**config.mk**
```make
export PLATFORM = sky130hd
export DESIGN_NAME = mem_port_arbiter_flat
export DESIGN_NICKNAME = d
export VERILOG_FILES = /design/src/rtl/mem_port_arbiter_if.sv /design/src/rtl/mem_port_arbiter.sv /design/src/flat_wrapper.sv
export SDC_FILE = /design/constraint.sdc
export NUM_CORES = 1
export LEC_CHECK = 0
export ABC_AREA = 1
export BUFFER_PORTS_ARGS = -buffer_cell sky130_fd_sc_hd__buf_2
export CAP_MARGIN = 20
export CORE_ASPECT_RATIO = 1.1
export CORE_MARGIN = 2
export CORE_UTILIZATION = 25
export CTS_CLUSTER_SIZE = 24
export DETAILED_ROUTE_END_ITERATION = 16
export HOLD_SLACK_MARGIN = 0.1
export PLACE_DENSITY = 0.65
export SLEW_MARGIN = 20
export SYNTH_ARGS = -nofsm -noshare
export SYNTH_HDL_FRONTEND = slang
export SYNTH_SLANG_ARGS = --single-unit
export TNS_END_PERCENT = 30
```
**constraint.sdc**
```tcl
create_clock -name clk -period 1.6 [get_ports clk]
set_input_delay 0.08 -clock clk [delete_from_list [all_inputs] [get_ports clk]]
set_output_delay 0.08 -clock clk [all_outputs]
set_load 0.05 [all_outputs]
```
**src/rtl/mem_port_arbiter_if.sv**
```systemverilog
// mem_port_arbiter_if
//   Bundles the I-cache fill path, the D-cache path and the main-memory port
//   of the memory port arbiter.
//   slave  : arbiter view. Takes requests and memory returns; drives grants,
//            fill returns, done pulses and memory commands.
//   master : environment view (the two cache FSMs plus the memory).
interface mem_port_arbiter_if;
  // I-cache fill path (read-only block fills)
  logic        i_req;
  logic [15:0] i_addr;
  logic        i_grant;
  logic        i_fill_valid;
  logic [15:0] i_fill_addr;
  logic [15:0] i_fill_data;
  logic        i_done;
  // D-cache path (block fills and single-word stores)
  logic        d_req;
  logic        d_we;
  logic [15:0] d_addr;
  logic [15:0] d_wdata;
  logic        d_grant;
  logic        d_fill_valid;
  logic [15:0] d_fill_addr;
  logic [15:0] d_fill_data;
  logic        d_done;
  // Pipelined main-memory port
  logic        mem_en;
  logic        mem_wr;
  logic [15:0] mem_addr;
  logic [15:0] mem_wdata;
  logic [15:0] mem_rdata;
  logic        mem_valid;

  modport slave (
    input  i_req, i_addr, d_req, d_we, d_addr, d_wdata, mem_rdata, mem_valid,
    output i_grant, i_fill_valid, i_fill_addr, i_fill_data, i_done,
    output d_grant, d_fill_valid, d_fill_addr, d_fill_data, d_done,
    output mem_en, mem_wr, mem_addr, mem_wdata
  );

  modport master (
    output i_req, i_addr, d_req, d_we, d_addr, d_wdata, mem_rdata, mem_valid,
    input  i_grant, i_fill_valid, i_fill_addr, i_fill_data, i_done,
    input  d_grant, d_fill_valid, d_fill_addr, d_fill_data, d_done,
    input  mem_en, mem_wr, mem_addr, mem_wdata
  );
endinterface

```
**src/rtl/mem_port_arbiter.sv**
```systemverilog
// mem_port_arbiter
//   Shares one pipelined main-memory port between the I-cache fill path and
//   the D-cache path (block fills and write-through stores). A block fill
//   issues one word address per cycle and tags each returned word with its
//   byte address. I wins ties unless I owned the previous transaction, so D
//   never waits behind more than one I transaction.
// Ports:
//   clk  : clock
//   rst  : synchronous active-high reset
//   bus  : mem_port_arbiter_if.slave (I side, D side, memory port)
module mem_port_arbiter #(
  parameter int unsigned WORDS = 8,
  parameter int unsigned CNT_W = 3
) (
  input logic               clk,
  input logic               rst,
  mem_port_arbiter_if.slave bus
);

  // Byte-offset bits within one block.
  localparam int unsigned OFF_W = CNT_W + 1;
  localparam logic [CNT_W-1:0] CntLast = CNT_W'(WORDS - 1);

  localparam logic [2:0] StIdle   = 3'd0;
  localparam logic [2:0] StIFill  = 3'd1;
  localparam logic [2:0] StDFill  = 3'd2;
  localparam logic [2:0] StDWrite = 3'd3;
  localparam logic [2:0] StDone   = 3'd4;

  localparam logic OwnI = 1'b0;
  localparam logic OwnD = 1'b1;

  logic [2:0]       state_q, state_d;
  logic [CNT_W-1:0] issue_cnt_q, issue_cnt_d;
  logic [CNT_W-1:0] ret_cnt_q, ret_cnt_d;
  logic             issuing_q, issuing_d;
  logic [14:0]      addr_q, addr_d;  // word address; byte bit 0 is always dropped
  logic [15:0]      wdata_q, wdata_d;
  logic             owner_q, owner_d;
  logic             last_owner_q, last_owner_d;

  logic             pick_dside;
  logic             in_fill;
  logic             issue_now;
  logic             ret_hit;
  logic [15:0]      issue_addr;
  logic [15:0]      ret_addr;

  // Tie goes to D only when I owned the previous transaction.
  assign pick_dside = bus.d_req && (!bus.i_req || (last_owner_q == OwnI));

  always_comb begin
    state_d      = state_q;
    issue_cnt_d  = issue_cnt_q;
    ret_cnt_d    = ret_cnt_q;
    issuing_d    = issuing_q;
    addr_d       = addr_q;
    wdata_d      = wdata_q;
    owner_d      = owner_q;
    last_owner_d = last_owner_q;
    case (state_q)
      StIdle: begin
        if (bus.i_req || bus.d_req) begin
          owner_d      = pick_dside ? OwnD : OwnI;
          last_owner_d = pick_dside ? OwnD : OwnI;
          addr_d       = pick_dside ? bus.d_addr[15:1] : bus.i_addr[15:1];
          wdata_d      = bus.d_wdata;
          issue_cnt_d  = '0;
          ret_cnt_d    = '0;
          issuing_d    = 1'b1;
          if (!pick_dside)    state_d = StIFill;
          else if (bus.d_we)  state_d = StDWrite;
          else                state_d = StDFill;
        end
      end
      StIFill, StDFill: begin
        if (issuing_q) begin
          issue_cnt_d = issue_cnt_q + CNT_W'(1);
          if (issue_cnt_q == CntLast) issuing_d = 1'b0;
        end
        if (bus.mem_valid) begin
          ret_cnt_d = ret_cnt_q + CNT_W'(1);
          if (ret_cnt_q == CntLast) state_d = StDone;
        end
      end
      StDWrite: state_d = StDone;
      StDone:   state_d = StIdle;
      default:  state_d = StIdle;
    endcase
  end

  always_ff @(posedge clk) begin
    if (rst) begin
      state_q      <= StIdle;
      issue_cnt_q  <= '0;
      ret_cnt_q    <= '0;
      issuing_q    <= 1'b0;
      addr_q       <= '0;
      wdata_q      <= '0;
      owner_q      <= OwnI;
      last_owner_q <= OwnD;
    end else begin
      state_q      <= state_d;
      issue_cnt_q  <= issue_cnt_d;
      ret_cnt_q    <= ret_cnt_d;
      issuing_q    <= issuing_d;
      addr_q       <= addr_d;
      wdata_q      <= wdata_d;
      owner_q      <= owner_d;
      last_owner_q <= last_owner_d;
    end
  end

  assign in_fill   = (state_q == StIFill) || (state_q == StDFill);
  assign issue_now = in_fill && issuing_q;
  assign ret_hit   = in_fill && bus.mem_valid;

  // Counters replace the in-block offset bits, so addresses never carry into the tag.
  assign issue_addr = {addr_q[14:OFF_W-1], issue_cnt_q, 1'b0};
  assign ret_addr   = {addr_q[14:OFF_W-1], ret_cnt_q, 1'b0};

  assign bus.i_grant      = (state_q == StIFill);
  assign bus.i_fill_valid = ret_hit && (state_q == StIFill);
  assign bus.i_fill_addr  = bus.i_fill_valid ? ret_addr : '0;
  assign bus.i_fill_data  = bus.i_fill_valid ? bus.mem_rdata : '0;
  assign bus.i_done       = (state_q == StDone) && (owner_q == OwnI);

  assign bus.d_grant      = (state_q == StDFill) || (state_q == StDWrite);
  assign bus.d_fill_valid = ret_hit && (state_q == StDFill);
  assign bus.d_fill_addr  = bus.d_fill_valid ? ret_addr : '0;
  assign bus.d_fill_data  = bus.d_fill_valid ? bus.mem_rdata : '0;
  assign bus.d_done       = (state_q == StDone) && (owner_q == OwnD);

  assign bus.mem_en    = issue_now || (state_q == StDWrite);
  assign bus.mem_wr    = (state_q == StDWrite);
  assign bus.mem_addr  = issue_now               ? issue_addr :
                         (state_q == StDWrite)   ? {addr_q, 1'b0} : '0;
  assign bus.mem_wdata = (state_q == StDWrite) ? wdata_q : '0;

endmodule

```
**src/flat_wrapper.sv**
```systemverilog
// flat-port wrapper written by rule: the top's interface ports become plain ports
module mem_port_arbiter_flat 
#(
  parameter int unsigned WORDS = 8,
  parameter int unsigned CNT_W = 3
)
  (clk, rst, bus_i_req, bus_i_addr, bus_d_req, bus_d_we, bus_d_addr, bus_d_wdata, bus_mem_rdata, bus_mem_valid, bus_i_grant, bus_i_fill_valid, bus_i_fill_addr, bus_i_fill_data, bus_i_done, bus_d_grant, bus_d_fill_valid, bus_d_fill_addr, bus_d_fill_data, bus_d_done, bus_mem_en, bus_mem_wr, bus_mem_addr, bus_mem_wdata);
  mem_port_arbiter_if bus_i ();
  input logic clk;
  input logic rst;
  input wire logic [$bits(bus_i.i_req)-1:0] bus_i_req;
  input wire logic [$bits(bus_i.i_addr)-1:0] bus_i_addr;
  input wire logic [$bits(bus_i.d_req)-1:0] bus_d_req;
  input wire logic [$bits(bus_i.d_we)-1:0] bus_d_we;
  input wire logic [$bits(bus_i.d_addr)-1:0] bus_d_addr;
  input wire logic [$bits(bus_i.d_wdata)-1:0] bus_d_wdata;
  input wire logic [$bits(bus_i.mem_rdata)-1:0] bus_mem_rdata;
  input wire logic [$bits(bus_i.mem_valid)-1:0] bus_mem_valid;
  output wire logic [$bits(bus_i.i_grant)-1:0] bus_i_grant;
  output wire logic [$bits(bus_i.i_fill_valid)-1:0] bus_i_fill_valid;
  output wire logic [$bits(bus_i.i_fill_addr)-1:0] bus_i_fill_addr;
  output wire logic [$bits(bus_i.i_fill_data)-1:0] bus_i_fill_data;
  output wire logic [$bits(bus_i.i_done)-1:0] bus_i_done;
  output wire logic [$bits(bus_i.d_grant)-1:0] bus_d_grant;
  output wire logic [$bits(bus_i.d_fill_valid)-1:0] bus_d_fill_valid;
  output wire logic [$bits(bus_i.d_fill_addr)-1:0] bus_d_fill_addr;
  output wire logic [$bits(bus_i.d_fill_data)-1:0] bus_d_fill_data;
  output wire logic [$bits(bus_i.d_done)-1:0] bus_d_done;
  output wire logic [$bits(bus_i.mem_en)-1:0] bus_mem_en;
  output wire logic [$bits(bus_i.mem_wr)-1:0] bus_mem_wr;
  output wire logic [$bits(bus_i.mem_addr)-1:0] bus_mem_addr;
  output wire logic [$bits(bus_i.mem_wdata)-1:0] bus_mem_wdata;
  assign bus_i.i_req = bus_i_req;
  assign bus_i.i_addr = bus_i_addr;
  assign bus_i.d_req = bus_d_req;
  assign bus_i.d_we = bus_d_we;
  assign bus_i.d_addr = bus_d_addr;
  assign bus_i.d_wdata = bus_d_wdata;
  assign bus_i.mem_rdata = bus_mem_rdata;
  assign bus_i.mem_valid = bus_mem_valid;
  assign bus_i_grant = bus_i.i_grant;
  assign bus_i_fill_valid = bus_i.i_fill_valid;
  assign bus_i_fill_addr = bus_i.i_fill_addr;
  assign bus_i_fill_data = bus_i.i_fill_data;
  assign bus_i_done = bus_i.i_done;
  assign bus_d_grant = bus_i.d_grant;
  assign bus_d_fill_valid = bus_i.d_fill_valid;
  assign bus_d_fill_addr = bus_i.d_fill_addr;
  assign bus_d_fill_data = bus_i.d_fill_data;
  assign bus_d_done = bus_i.d_done;
  assign bus_mem_en = bus_i.mem_en;
  assign bus_mem_wr = bus_i.mem_wr;
  assign bus_mem_addr = bus_i.mem_addr;
  assign bus_mem_wdata = bus_i.mem_wdata;
  mem_port_arbiter #(.WORDS(WORDS), .CNT_W(CNT_W)) u_core (.clk(clk), .rst(rst), .bus(bus_i));
endmodule
```
## Yosys cells after proc, flatten, opt, wreduce, memory -nomap -nowiden

Index checks and enable logic that the tools add are counted.

- Equality and inequality tests: 10
- Multiplexer cells: 24
- $add $sub $neg: 2
- Reduce and logical (&&, ||, !) cells: 21
- Bitwise operators: 2

Operators by type and width:

| operator | number |
|---|---|
| 16-bit two-way mux | 7 |
| 3-bit two-way mux | 7 |
| 15-bit two-way mux | 1 |
| 3-bit case mux with 2 select lines | 2 |
| 3-bit equality test (second input constant) | 3 |
| 3-bit case mux with 3 select lines | 1 |
| 3-bit AND reduction | 3 |
| 1-bit logical AND | 7 |
| 3-bit by 1-bit adder with 3-bit output (second input constant) | 2 |
| 3-bit by 2-bit equality test with 1-bit output (second input constant) | 2 |
| 2-bit by 1-bit != test with 1-bit output (second input constant) | 3 |
| 1-bit logical OR | 5 |
| 1-bit two-way mux | 5 |
| 2-bit AND reduction | 2 |
| 3-bit by 1-bit equality test with 1-bit output (second input constant) | 1 |
| 3-bit zero test | 1 |
| 2-bit != test (second input constant) | 1 |
| 1-bit NOT | 2 |
| 1-bit case mux with 2 select lines | 1 |
| 2-bit nonzero test | 1 |
| 2-bit OR reduction | 1 |
| 1-bit zero test | 1 |

- Word-level logic and storage cells: 67
- Output and inout port bits: 104
- Input bits: 70
- Register bits: 43

## Longest topological paths before layout

Gate-level depths: netlist of run 1.

- Depth after elaboration: 6
- Depth in mapped cells: 8
- Depth with buffers taken out: 8

## Worst setup path after synthesis of run 1

OpenSTA, ideal clock, no wires.

- Path type: register to output
- Start point: register u_core.state_q[1]
- End point: output bus_i_fill_addr[10]
- Data required time: 1520 ps
- Stages on the path, launching flop included: 7
- Path slack: -773 ps
- Path buffers: 1
- Arrival: 2293 ps
- Cells stage by stage: dfxtp_1 inv_1 nand3_2 nor2_1 inv_1 buf_2 nor2_1

- Word-level cells in the longest chain between the ends: 5
- Elaborated cells on any way between the ends: 6
- Those cells by class: eq/ne: 2; mux: 1; reduce/logical: 3

Ends and longest elaborated chain:

| what | RTL line | RTL |
|---|---|---|
| start: declaration | mem_port_arbiter.sv:33 | `logic [2:0] state_q, state_d;` |
| start signal: assignment | mem_port_arbiter.sv:94 | `state_q <= StIdle;` |
| start signal: assignment | mem_port_arbiter.sv:103 | `state_q <= state_d;` |
| 3-bit by 1-bit equality test with 1-bit output or 3-bit by 2-bit equality test with 1-bit output (tied branches) | mem_port_arbiter.sv:114, mem_port_arbiter.sv:123 |  |
| 1-bit logical OR | mem_port_arbiter.sv:114 | `assign in_fill = (state_q == StIFill) \|\| (state_q == StDFill);` |
| 1-bit logical AND | mem_port_arbiter.sv:116 | `assign ret_hit = in_fill && bus.mem_valid;` |
| 1-bit logical AND * | mem_port_arbiter.sv:123 | `assign bus.i_fill_valid = ret_hit && (state_q == StIFill);` |
| net bus_i_fill_valid | flat_wrapper.sv:20 | `output wire logic [$bits(bus_i.i_fill_valid)-1:0] bus_i_fill_valid;` |
| 16-bit two-way mux * | mem_port_arbiter.sv:124 | `assign bus.i_fill_addr = bus.i_fill_valid ? ret_addr : '0;` |
| end: declaration | flat_wrapper.sv:21 | `output wire logic [$bits(bus_i.i_fill_addr)-1:0] bus_i_fill_addr;` |

Mark *: on every way through the listed nets, which the timed path passes. The rest lies on a longest branch.

## Final worst setup path of run 1

- Start point: register u_core.state_q[2]
- End point: output bus_mem_addr[6]

- Word-level cells in the longest chain between the ends: 4
- Elaborated cells on any way between the ends: 7
- Those cells by class: eq/ne: 3; mux: 2; reduce/logical: 2

Ends and longest elaborated chain:

| what | RTL line | RTL |
|---|---|---|
| 3-bit by 1-bit equality test with 1-bit output or 3-bit by 2-bit equality test with 1-bit output (tied branches) | mem_port_arbiter.sv:114 |  |
| 1-bit logical OR | mem_port_arbiter.sv:114 |  |
| 1-bit logical AND | mem_port_arbiter.sv:115 | `assign issue_now = in_fill && issuing_q;` |
| 16-bit two-way mux * | mem_port_arbiter.sv:136 | `assign bus.mem_addr = issue_now ? issue_addr :` |
| end: declaration | flat_wrapper.sv:31 | `output wire logic [$bits(bus_i.mem_addr)-1:0] bus_mem_addr;` |

Every way passes the cells marked *; elsewhere a longest branch is shown, timed or not.

==> flow_metrics.tcl, run 1 <==
set metrics [dict create \
    power_switching_uw 2160 \
    worst_slew_pin_slew_ns 0.555 \
    place_ws_ns -0.0204 \
    min_path_type "input pin to flop" \
    crit_chain "inv_6 > nand3_4 > nand2_4 > inv_4 > nor2_4 > nor2_4 > buf_12 > nor2_4 > buf_6" \
    initial_utilization 0.260 \
    r2r_cells 8 \
    status "finished, violations left" \
    port_buffers 168 \
    power.internal_uw 2600 \
    p_leak_uw 0.00243 \
    yosysTopAreaCellShare 0.351 \
    die_w_um 98.4 \
    p_per_area_nw_per_um2 904 \
    ys_top_cells_by_area "dfxtp_1 35%, nor2_1 16%, a21oi_1 11%, inv_1 9.8%, nand2_1 8.0%" \
    reg2reg_setup_slack_ns 0.04 \
    cts_buffer_depth 2 \
    hold_depth 3 \
    syn2layout_area_growth_pct 115 \
    h-tree-depth 2 \
    worst_slack_ns -0.0994 \
    multi_input_area_um2 1640 \
    grtUsageTotal 0.169 \
    grt_pass1_wl_mm 14.5 \
    cp.required_ns 1.52 \
    crit_slowest_cell "dfxtp_4" \
    rsz0062_at_grt "yes" \
    clk_latency_ns 0.30 \
    yosysUniqueCellTypes 20 \
    dieArea_um2 10600 \
    ys_seq_area_frac 0.351 \
    critPathLaunchType "flop" \
    pwr-share-comb 0.523 \
    hpwl_mm 6.59 \
    crit_type "flop to primary output" \
    cts_buffers 5 \
    r2r_end "u_core.issue_cnt_q[1]" \
    num_vias 3448 \
    finalHoldViolCount 0 \
    clkSinkCount 43 \
    finalNonFillerCells 746 \
    routedWlPerCell_um 14.8 \
    fin_crit_ns 1.70 \
    coreArea_um2 9440 \
    slew_headroom 0.630 \
    worstSetupPathDepth 9 \
    rows 37 \
    n_fill_cell 764 \
    die_h_um 108 \
    fin_crit_sh 1.06 \
    synth_cells 401 \
    cts_root_buf "clkbuf_8" \
    seqPwrFrac 0.312 \
    switching_share 0.454 \
    crit_arrival_ns 1.62 \
    clkPwrFrac 0.165 \
    yosysTopAreaCell "dfxtp_1" \
    ys_ff_latch 43 \
    grt_max_degree 31 \
    drive_gt1_frac 0.483 \
    final_antenna_net_count 0 \
    synth.avg_cell_area_um2 6.12 \
    cts_tree "done" \
    netlist_area_um2 2450 \
    grt_overflow_total 0 \
    crit_path_end "bus_mem_addr[6]" \
    clk_pin_slew_ns 0.09 \
    nNetsFinal 702 \
    ys.warnings.count 0 \
    violations "setup timing" \
    grt_pass1_vias 3153 \
    critPathBufInv 4 \
    cpLargestDelayFamily "simple AND/OR/NAND/NOR gates" \
    crit_start "u_core.state_q[2]" \
    gp_congestion 0.825 \
    setup_viol 29 \
    drt_pass1_iterations 4 \
    max_freq_mhz 588 \
    cp_common_cell "nor2_4" \
    critPathMaxFanout 13 \
    drc_errors 0 \
    num_antenna_cells 0 \
    crit_path_end_kind "primary output" \
    crit_path_max_incr_delay_ns 0.37 \
    dp_cells 678 \
    vdd.ir_drop.worst_v 0.000430 \
    drt_first_iter_violations 194 \
    avgViaCountPerCell 4.62 \
    regArea_um2 872 \
    finClkSkew_ns 0.00697 \
    pin_count 174 \
    maxCapViolations 0 \
    antenna_found_initial 0 \
    r2r_start "u_core.state_q[1]" \
    routed_wl_mm 11.1 \
    drv_slew 0 \
]
==> per-stage QoR <==
stage / setup TNS [ns] / util / power [uW] / hold slack [ns] / area [um2]
global placement: 0 / 0.391 / 3370 / 0.332 / 3690
CTS: -0.450 / 0.494 / 4470 / 0.103 / 4670
detailed placement: -0.0250 / 0.391 / 3420 / 0.336 / 3690
global route: -4.83 / 0.558 / 5040 / 0.116 / 5270
finish: -1.31 / 0.558 / 4760 / 0.106 / 5270
floorplan: -7.00 / - / 2930 / 0.149 / 2690
==> cells by family (layout without fill, tap and decap cells) <==
kind of cell | Yosys count | after routing | share of synthesized area
AND/OR/NAND/NOR | 174 | 174 | 0.290
flip-flops | 43 | 43 | 0.351
AO/OA/AOI/OAI | 88 | 88 | 0.181
buffers and inverters | 91 | 317 | 0.156
adder cells (fa/ha/maj) | 4 | 4 | 0.0204
other | 1 | 3 | 0.00153
==> cell usage after synthesis, drive strengths merged <==
cell type    n
a21oi       56
nand3       13
buf         17
inv         67
o21ai       32
nand2       53
nor2       108
ha           4
dfxtp       43
conb         1
clkbuf       7
==> how the worst min path moves through the flow <==
| stage | to | slack, ns | start |
|---|---|---|---|
| final | u_core.addr_q[3] | 0.11 | bus_i_addr[4] |
| after global routing | u_core.addr_q[3] | 0.12 | bus_i_addr[4] |
| after CTS | u_core.addr_q[7] | 0.10 | bus_i_addr[8] |
| after detailed placement | u_core.addr_q[4] | 0.34 | bus_d_addr[5] |
| after global placement | u_core.addr_q[1] | 0.33 | bus_d_addr[2] |
| after floorplan | u_core.issuing_q | 0.15 | rst |
==> cells in the final DEF, fill, tap and decap left out <==
cell / n
nand2_4: 4
a21oi_1: 55
o21ai_0: 31
dlygate4sd3_1: 46
clkbuf_8: 7
nor2_2: 41
buf_4: 22
conb_1: 3
dfxtp_1: 40
inv_2: 1
ha_1: 4
nand3_4: 2
clkinvlp_4: 1
inv_6: 1
buf_8: 13
dfxtp_4: 3
nand2_2: 1
clkbuf_4: 2
buf_6: 81
buf_2: 72
clkbuf_1: 1
buf_12: 4
inv_4: 5
nand2_1: 48
o21ai_1: 1
nand3_1: 9
nand3_2: 2
inv_1: 59
nor2_4: 39
clkbuf_16: 2
a21oi_2: 1
nor2_1: 28
==> layout make-up <==
| cell class | count | area share |
|---|---|---|
| clock buffer | 8 | 0.0190 |
| timing repair buffer | 242 | 0.425 |
| tap | 117 | 0.0278 |
| inverter | 67 | 0.0518 |
| sequential | 43 | 0.166 |
| multi-input combinational | 269 | 0.311 |
==> power by group through the flow <==
stage	clock, uW	sequential [uW]	combinational (uW)
2_1_floorplan	0	1440	1490
3_3_place_gp	0	1470	1890
3_5_place_dp	0	1480	1950
4_1_cts	801	1470	2200
5_1_grt	849	1510	2680
6_report	784	1490	2490
==> per-layer routing <==
layer | track usage | wire (um) | up-vias
li1 | - | - | 1680
met1 | 0.171 | 3900 | 1583
met2 | 0.337 | 6070 | 163
met3 | 0.0429 | 818 | 22
met4 | 0.0499 | 259 | 0
met5 | 0 | 0 | -
==> sequential cells by signal (all words and copies together), names as in the netlist <==
| register | cells |
|---|---|
| u_core.state_q | 3 |
| u_core.issue_cnt_q | 3 |
| u_core.wdata_q | 16 |
| u_core.issuing_q | 1 |
| u_core.ret_cnt_q | 3 |
| u_core.owner_q | 1 |
| u_core.last_owner_q | 1 |
| u_core.addr_q | 15 |
==> worst reg2reg max path, stage by stage, from the launching register on <==
cell     delay, ns
dfxtp_4       0.37
buf_4         0.15
nor2_1        0.17
nand3_2       0.17
nand3_1       0.33
nand2_1       0.12
nand2_1       0.08
nand2_1       0.05
nor2_1        0.07
==> what timing repair did <==
item                                    4_1_cts  5_1_grt
endpoints found under the setup margin       79      103
resized for setup                           126      149
gates cloned                                  0        3
setup buffers                                 5        7
pin swaps                                     3        9
hold buffers                                 46        0
endpoints found under the hold margin        36        0
Note: power is estimated with default switching activity, not from simulation.
==> run 2, diff against run 1 <==
CORE_MARGIN = 4   (was 2)
MAX_ROUTING_LAYER = met4   (was unset)
TNS_END_PERCENT = 5   (was 30)
==> flow_metrics.tcl, run 2 (same netlist as run 1, synthesis figures left out) <==
set metrics [dict create \
    status "finished, violations left" \
    violations "setup timing" \
    vdd.ir_drop.worst_v 0.000433 \
    r2r_end "u_core.addr_q[13]" \
    pin_count 174 \
    cts_tree "done" \
    crit_path_end_kind "primary output" \
    drt_first_iter_violations 197 \
    worst_slew_pin_slew_ns 0.662 \
    port_buffers 168 \
    critPathBufInv 4 \
    antenna_found_initial 0 \
    h-tree-depth 2 \
    crit_slowest_cell "dfxtp_2" \
    max_freq_mhz 611 \
    grt_pass1_vias 3352 \
    gp_congestion 0.815 \
    worst_slack_ns -0.0370 \
    die_h_um 112 \
    rsz0062_at_grt "yes" \
    final_common_cell "buf_6" \
    finalSetupTns_ns -0.447 \
    hpwl_mm 6.87 \
    critPathLaunchType "flop" \
    grt_max_degree 32 \
    top_register "u_core.wdata_q" \
    drive_gt1_frac 0.465 \
    r2r_cells 6 \
    grt_overflow_total 0 \
    dieArea_um2 11500 \
    cp.required_ns 1.52 \
    p_per_area_nw_per_um2 938 \
    avgViaCountPerCell 4.60 \
    crit_type "flop to primary output" \
    place_ws_ns -0.0495 \
    crit_path_max_incr_delay_ns 0.34 \
    grtUsageTotal 0.176 \
    setup_viol 22 \
    drc_errors 0 \
    routedWlPerCell_um 14.4 \
    routed_wl_mm 10.7 \
    num_antenna_cells 0 \
    n_fill_cell 829 \
    cts_buffers 5 \
    crit_path_end "bus_mem_addr[9]" \
    slew_headroom 0.558 \
    cts_root_buf "clkbuf_8" \
    num_vias 3394 \
    clk_latency_ns 0.30 \
    cts_buffer_depth 2 \
    crit_start "u_core.state_q[2]" \
    critPathMaxFanout 13 \
    reg.largest.list "u_core.wdata_q x16, u_core.addr_q x15" \
    crit_arrival_ns 1.56 \
    worstSetupPathDepth 9 \
    finalHoldViolCount 0 \
    crit_chain "inv_4 > nand3_4 > nand2_4 > inv_4 > nor2_4 > nor2_4 > buf_12 > nor2_2 > buf_6" \
    finClkSkew_ns 0.0123 \
    drt_pass1_iterations 5 \
    fin_crit_ns 1.64 \
    reg2reg_setup_slack_ns 0.08 \
    hold_depth 3 \
    largest_register_ffs 16 \
    initial_utilization 0.260 \
    r2r_start "u_core.state_q[0]" \
    cpLargestDelayFamily "simple AND/OR/NAND/NOR gates" \
    nNetsFinal 695 \
    drv_slew 0 \
    final_antenna_net_count 0 \
    die_w_um 102 \
    fin_crit_sh 1.02 \
    final_cell_mix "82 x buf_6, 72 x buf_2, 69 x nor2_2" \
    rows 37 \
    min_path_type "input pin to flop" \
    clkSinkCount 43 \
    clk_pin_slew_ns 0.09 \
    p_leak_uw 0.00231 \
    fin_total_pwr_uw 4580 \
    syn2layout_area_growth_pct 99.4 \
    grt_pass1_wl_mm 15.9 \
    coreArea_um2 9440 \
    maxCapViolations 0 \
]
==> run 2: stage by stage <==
step / util / std cells / cell area [um2] / hold WS, ns
floorplan: - / 403 / 2680 / 0.149
global placement: 0.388 / 678 / 3660 / 0.331
detailed placement: 0.388 / 678 / 3660 / 0.335
CTS: 0.494 / 736 / 4670 / 0.113
global route: 0.518 / 738 / 4890 / 0.132
finish: 0.518 / 738 / 4890 / 0.165
==> run 2: worst reg2reg max path, cell delays in order (launching register included) <==
cell and delay [ns]:
dfxtp_4 0.38, buf_4 0.14, nor2_1 0.14, nand3_2 0.19
clkinv_2 0.24, o21ai_0 0.11, a21oi_1 0.21
==> run 2: layout make-up <==
type	instances	area, um2	area share
repair buffers	235	2050	0.419
multi-input cells	269	1460	0.299
flip-flops and latches	43	867	0.177
inverters	67	264	0.0540
well taps	117	146	0.0299
clock buffers	6	72.6	0.0148
clock inverters	1	30.0	0.00614
==> run 2: worst min path at each step <==
stage                     slack (ns)           start                end
after floorplan                 0.15             rst   u_core.issuing_q
after global placement          0.33   bus_d_addr[3]   u_core.addr_q[2]
after detailed placement        0.34   bus_d_addr[6]   u_core.addr_q[5]
final                           0.16  bus_i_addr[12]  u_core.addr_q[11]
after CTS                       0.11  bus_i_addr[12]  u_core.addr_q[11]
after global routing            0.13  bus_i_addr[12]  u_core.addr_q[11]
==> run 2: power breakdown <==
group	internal (uW)	total [uW]	switching, uW	leakage [uW]
clock network	458	831	373	0.0000513
logic	796	2290	1490	0.00190
registers	1320	1470	145	0.000358
==> run 2: what timing repair did <==
| item | CTS | global route |
|---|---|---|
| buffers inserted | 4 | 2 |
| setup endpoints to repair | 80 | 108 |
| pin swaps | 3 | 1 |
| hold buffers | 47 | 0 |
| resized for setup | 132 | 72 |
| endpoints found under the hold margin | 36 | 0 |
==> run 2: layer usage <==
layer / GRT usage / part of all wire / vias to the layer above
li1: - / - / 1656
met1: 0.184 / 0.37 / 1538
met3: 0.0332 / 0.087 / 31
met2: 0.319 / 0.51 / 169
met5: - / 0 / -
met4: 0.0656 / 0.032 / 0
==> run 3, diff against run 2 <==
ABC_AREA = unset   (was 1)
CAP_MARGIN = unset   (was 20)
PLACE_DENSITY = 0.64   (was 0.65)
==> flow_metrics.tcl, run 3 <==
set metrics [dict create \
    drt_pass1_iterations 4 \
    worstHoldStart "bus_d_we" \
    hpwl_mm 7.54 \
    routed_wl_mm 12.6 \
    clk_latency_ns 0.29 \
    yosysTopAreaCellShare 0.312 \
    die_h_um 118 \
    yosysUniqueCellTypes 40 \
    nNetsFinal 635 \
    finalSetupTns_ns -7.10 \
    met3_usage 0.0453 \
    reg.largest.list "u_core.wdata_q x16, u_core.addr_q x15" \
    n_fill_cell 902 \
    clkSinkCount 43 \
    cts_tree "done" \
    finalHoldViolCount 0 \
    largest_register_ffs 16 \
    p_leak_uw 0.00246 \
    drt_first_iter_violations 197 \
    critPathMaxFanout 8 \
    grt_pass1_vias 3683 \
    final_cell_mix "76 x buf_2, 59 x buf_6, 44 x dlygate4sd3_1" \
    antenna_found_initial 2 \
    h-tree-depth 2 \
    synth_edf_count 0 \
    grtUsageTotal 0.184 \
    place_ws_ns 0.000869 \
    crit_arrival_ns 1.66 \
    critPathLaunchType "flop" \
    finClkSkew_ns 0.00629 \
    final_common_cell "buf_2" \
    worst_slack_ns -0.144 \
    synthFlopType "dfxtp_1" \
    yosysTopAreaCell "dfxtp_1" \
    status "finished, violations left" \
    use_met2 0.330 \
    top_usage_layer "met2" \
    ys_seq_area_frac 0.312 \
    synth.avg_cell_area_um2 8.02 \
    dieArea_um2 12800 \
    post-synth-top-count-cell "and2_1" \
    ys_top_cells_by_area "dfxtp_1 31%, and2_1 17%, a21oi_1 6.5%, nand2_1 4.4%, and3_1 4.3%" \
    drv_slew 0 \
    fin_crit_sh 1.09 \
    max_freq_mhz 573 \
    crit_start "u_core.state_q[2]" \
    top_register "u_core.wdata_q" \
    min_path_type "input pin to flop" \
    cp.required_ns 1.52 \
    r2r_start "u_core.state_q[0]" \
    crit_path_end_kind "primary output" \
    drc_errors 0 \
    avgViaCountPerCell 4.95 \
    port_buffers 168 \
    routedWlPerCell_um 17.9 \
    netlist_area_um2 2760 \
    maxCapViolations 0 \
    setup_viol 78 \
    grt_overflow_total 0 \
    syn2layout_area_growth_pct 96.2 \
    rsz0062_at_grt "yes" \
    vdd.ir_drop.worst_v 0.000464 \
    worst_slew_pin_slew_ns 0.557 \
    ys.warnings.count 0 \
    use_met1 0.190 \
    die_w_um 108 \
    synthArstFlopShare 0 \
    regArea_um2 868 \
    initial_utilization 0.261 \
    clk_pin_slew_ns 0.07 \
    synth_cells 344 \
    whs_ns 0.113 \
    cts_root_buf "clkbuf_16" \
    gp_congestion 0.796 \
    grt_max_degree 33 \
    ys_ff_latch 43 \
    num_vias 3499 \
    p_per_area_nw_per_um2 791 \
    drive_gt1_frac 0.500 \
    slew_headroom 0.629 \
    crit_type "flop to primary output" \
    coreArea_um2 10600 \
    multi_input_area_um2 1850 \
    rows 39 \
    cts_buffers 5 \
    final_antenna_net_count 0 \
    fin_crit_ns 1.74 \
    pin_count 174 \
    grt_pass1_wl_mm 18.4 \
    synthTopCellsByCount "77 x and2_1, 43 x dfxtp_1, 36 x a21oi_1, 32 x nand2_1" \
    cts_buffer_depth 2 \
    violations "setup timing" \
]
[run 3: changes by cell type after synthesis, moves of 5 or more]
cell,previous run,this run
nand3_1,9,18
a311oi_1,0,12
o21ai_0,31,19
nor2_1,106,2
a21oi_1,55,36
and3_1,0,19
nand2b_1,0,6
clkbuf_1,7,12
and2_1,0,77
nand2_1,52,32
inv_1,64,5
[run 3: kinds of logic after synthesis]
family          synth area share
buf+inv                   0.0803
flops                      0.312
simple gates               0.351
compound gates             0.227
other cells              0.00136
fa+ha+maj                 0.0181
xor+xnor                 0.00998
[run 3: layout make-up]
| class | instances | share of cell area |
|---|---|---|
| diodes | 2 | 0.000925 |
| clock buffers | 6 | 0.0257 |
| clock inverters | 2 | 0.00301 |
| inverters | 5 | 0.00347 |
| multi-input cells | 263 | 0.341 |
| flip-flops and latches | 43 | 0.160 |
| well taps | 143 | 0.0331 |
| repair buffers | 243 | 0.432 |
[run 3: report_power, final]
part           internal, uW  switching, uW
clock network           625            460
registers              1230            135
logic                   788           1050
total                  2640           1640
[run 3: worst paths after layout]
check / endpoint / slack (ns) / cells after the start
setup / recovery: bus_d_fill_addr[5] / -0.14 / 6
hold / removal: u_core.state_q[0] / 0.11 / 3
setup reg to reg: u_core.ret_cnt_q[0] / 0.01 / 5
hold reg to reg: u_core.wdata_q[10] / 0.47 / 2
[run 3: worst max-delay path, stage by stage, from the launching register on]
cell       delay [ns]
dfxtp_2          0.33
and2b_2          0.22
nor3b_4          0.19
buf_6            0.17
clkbuf_16        0.16
and2_4           0.16
buf_8            0.14
[run 3: repair_timing]
action | in CTS | in global routing
gates cloned | 2 | 2
gates resized for setup | 195 | 90
pin swaps | 4 | 15
hold buffers | 44 | 0
setup endpoints to repair | 98 | 104
endpoints found under the hold margin | 30 | 0
buffers inserted | 5 | 1
[run 3: metal layers]
metal	wire (um)	vias up
met5	0	-
met4	414	0
met3	1220	34
li1	-	1625
met1	4600	1642
met2	6410	198
[run 3: per-stage QoR]
stage / total power (uW) / cells / utilization / instance area (um2)
2_1_floorplan: 2370 / 346 / - / 2790
3_3_place_gp: 2780 / 643 / 0.360 / 3820
3_5_place_dp: 2820 / 643 / 0.360 / 3820
4_1_cts: 4180 / 702 / 0.479 / 5080
5_1_grt: 4490 / 707 / 0.511 / 5410
6_report: 4280 / 707 / 0.511 / 5410
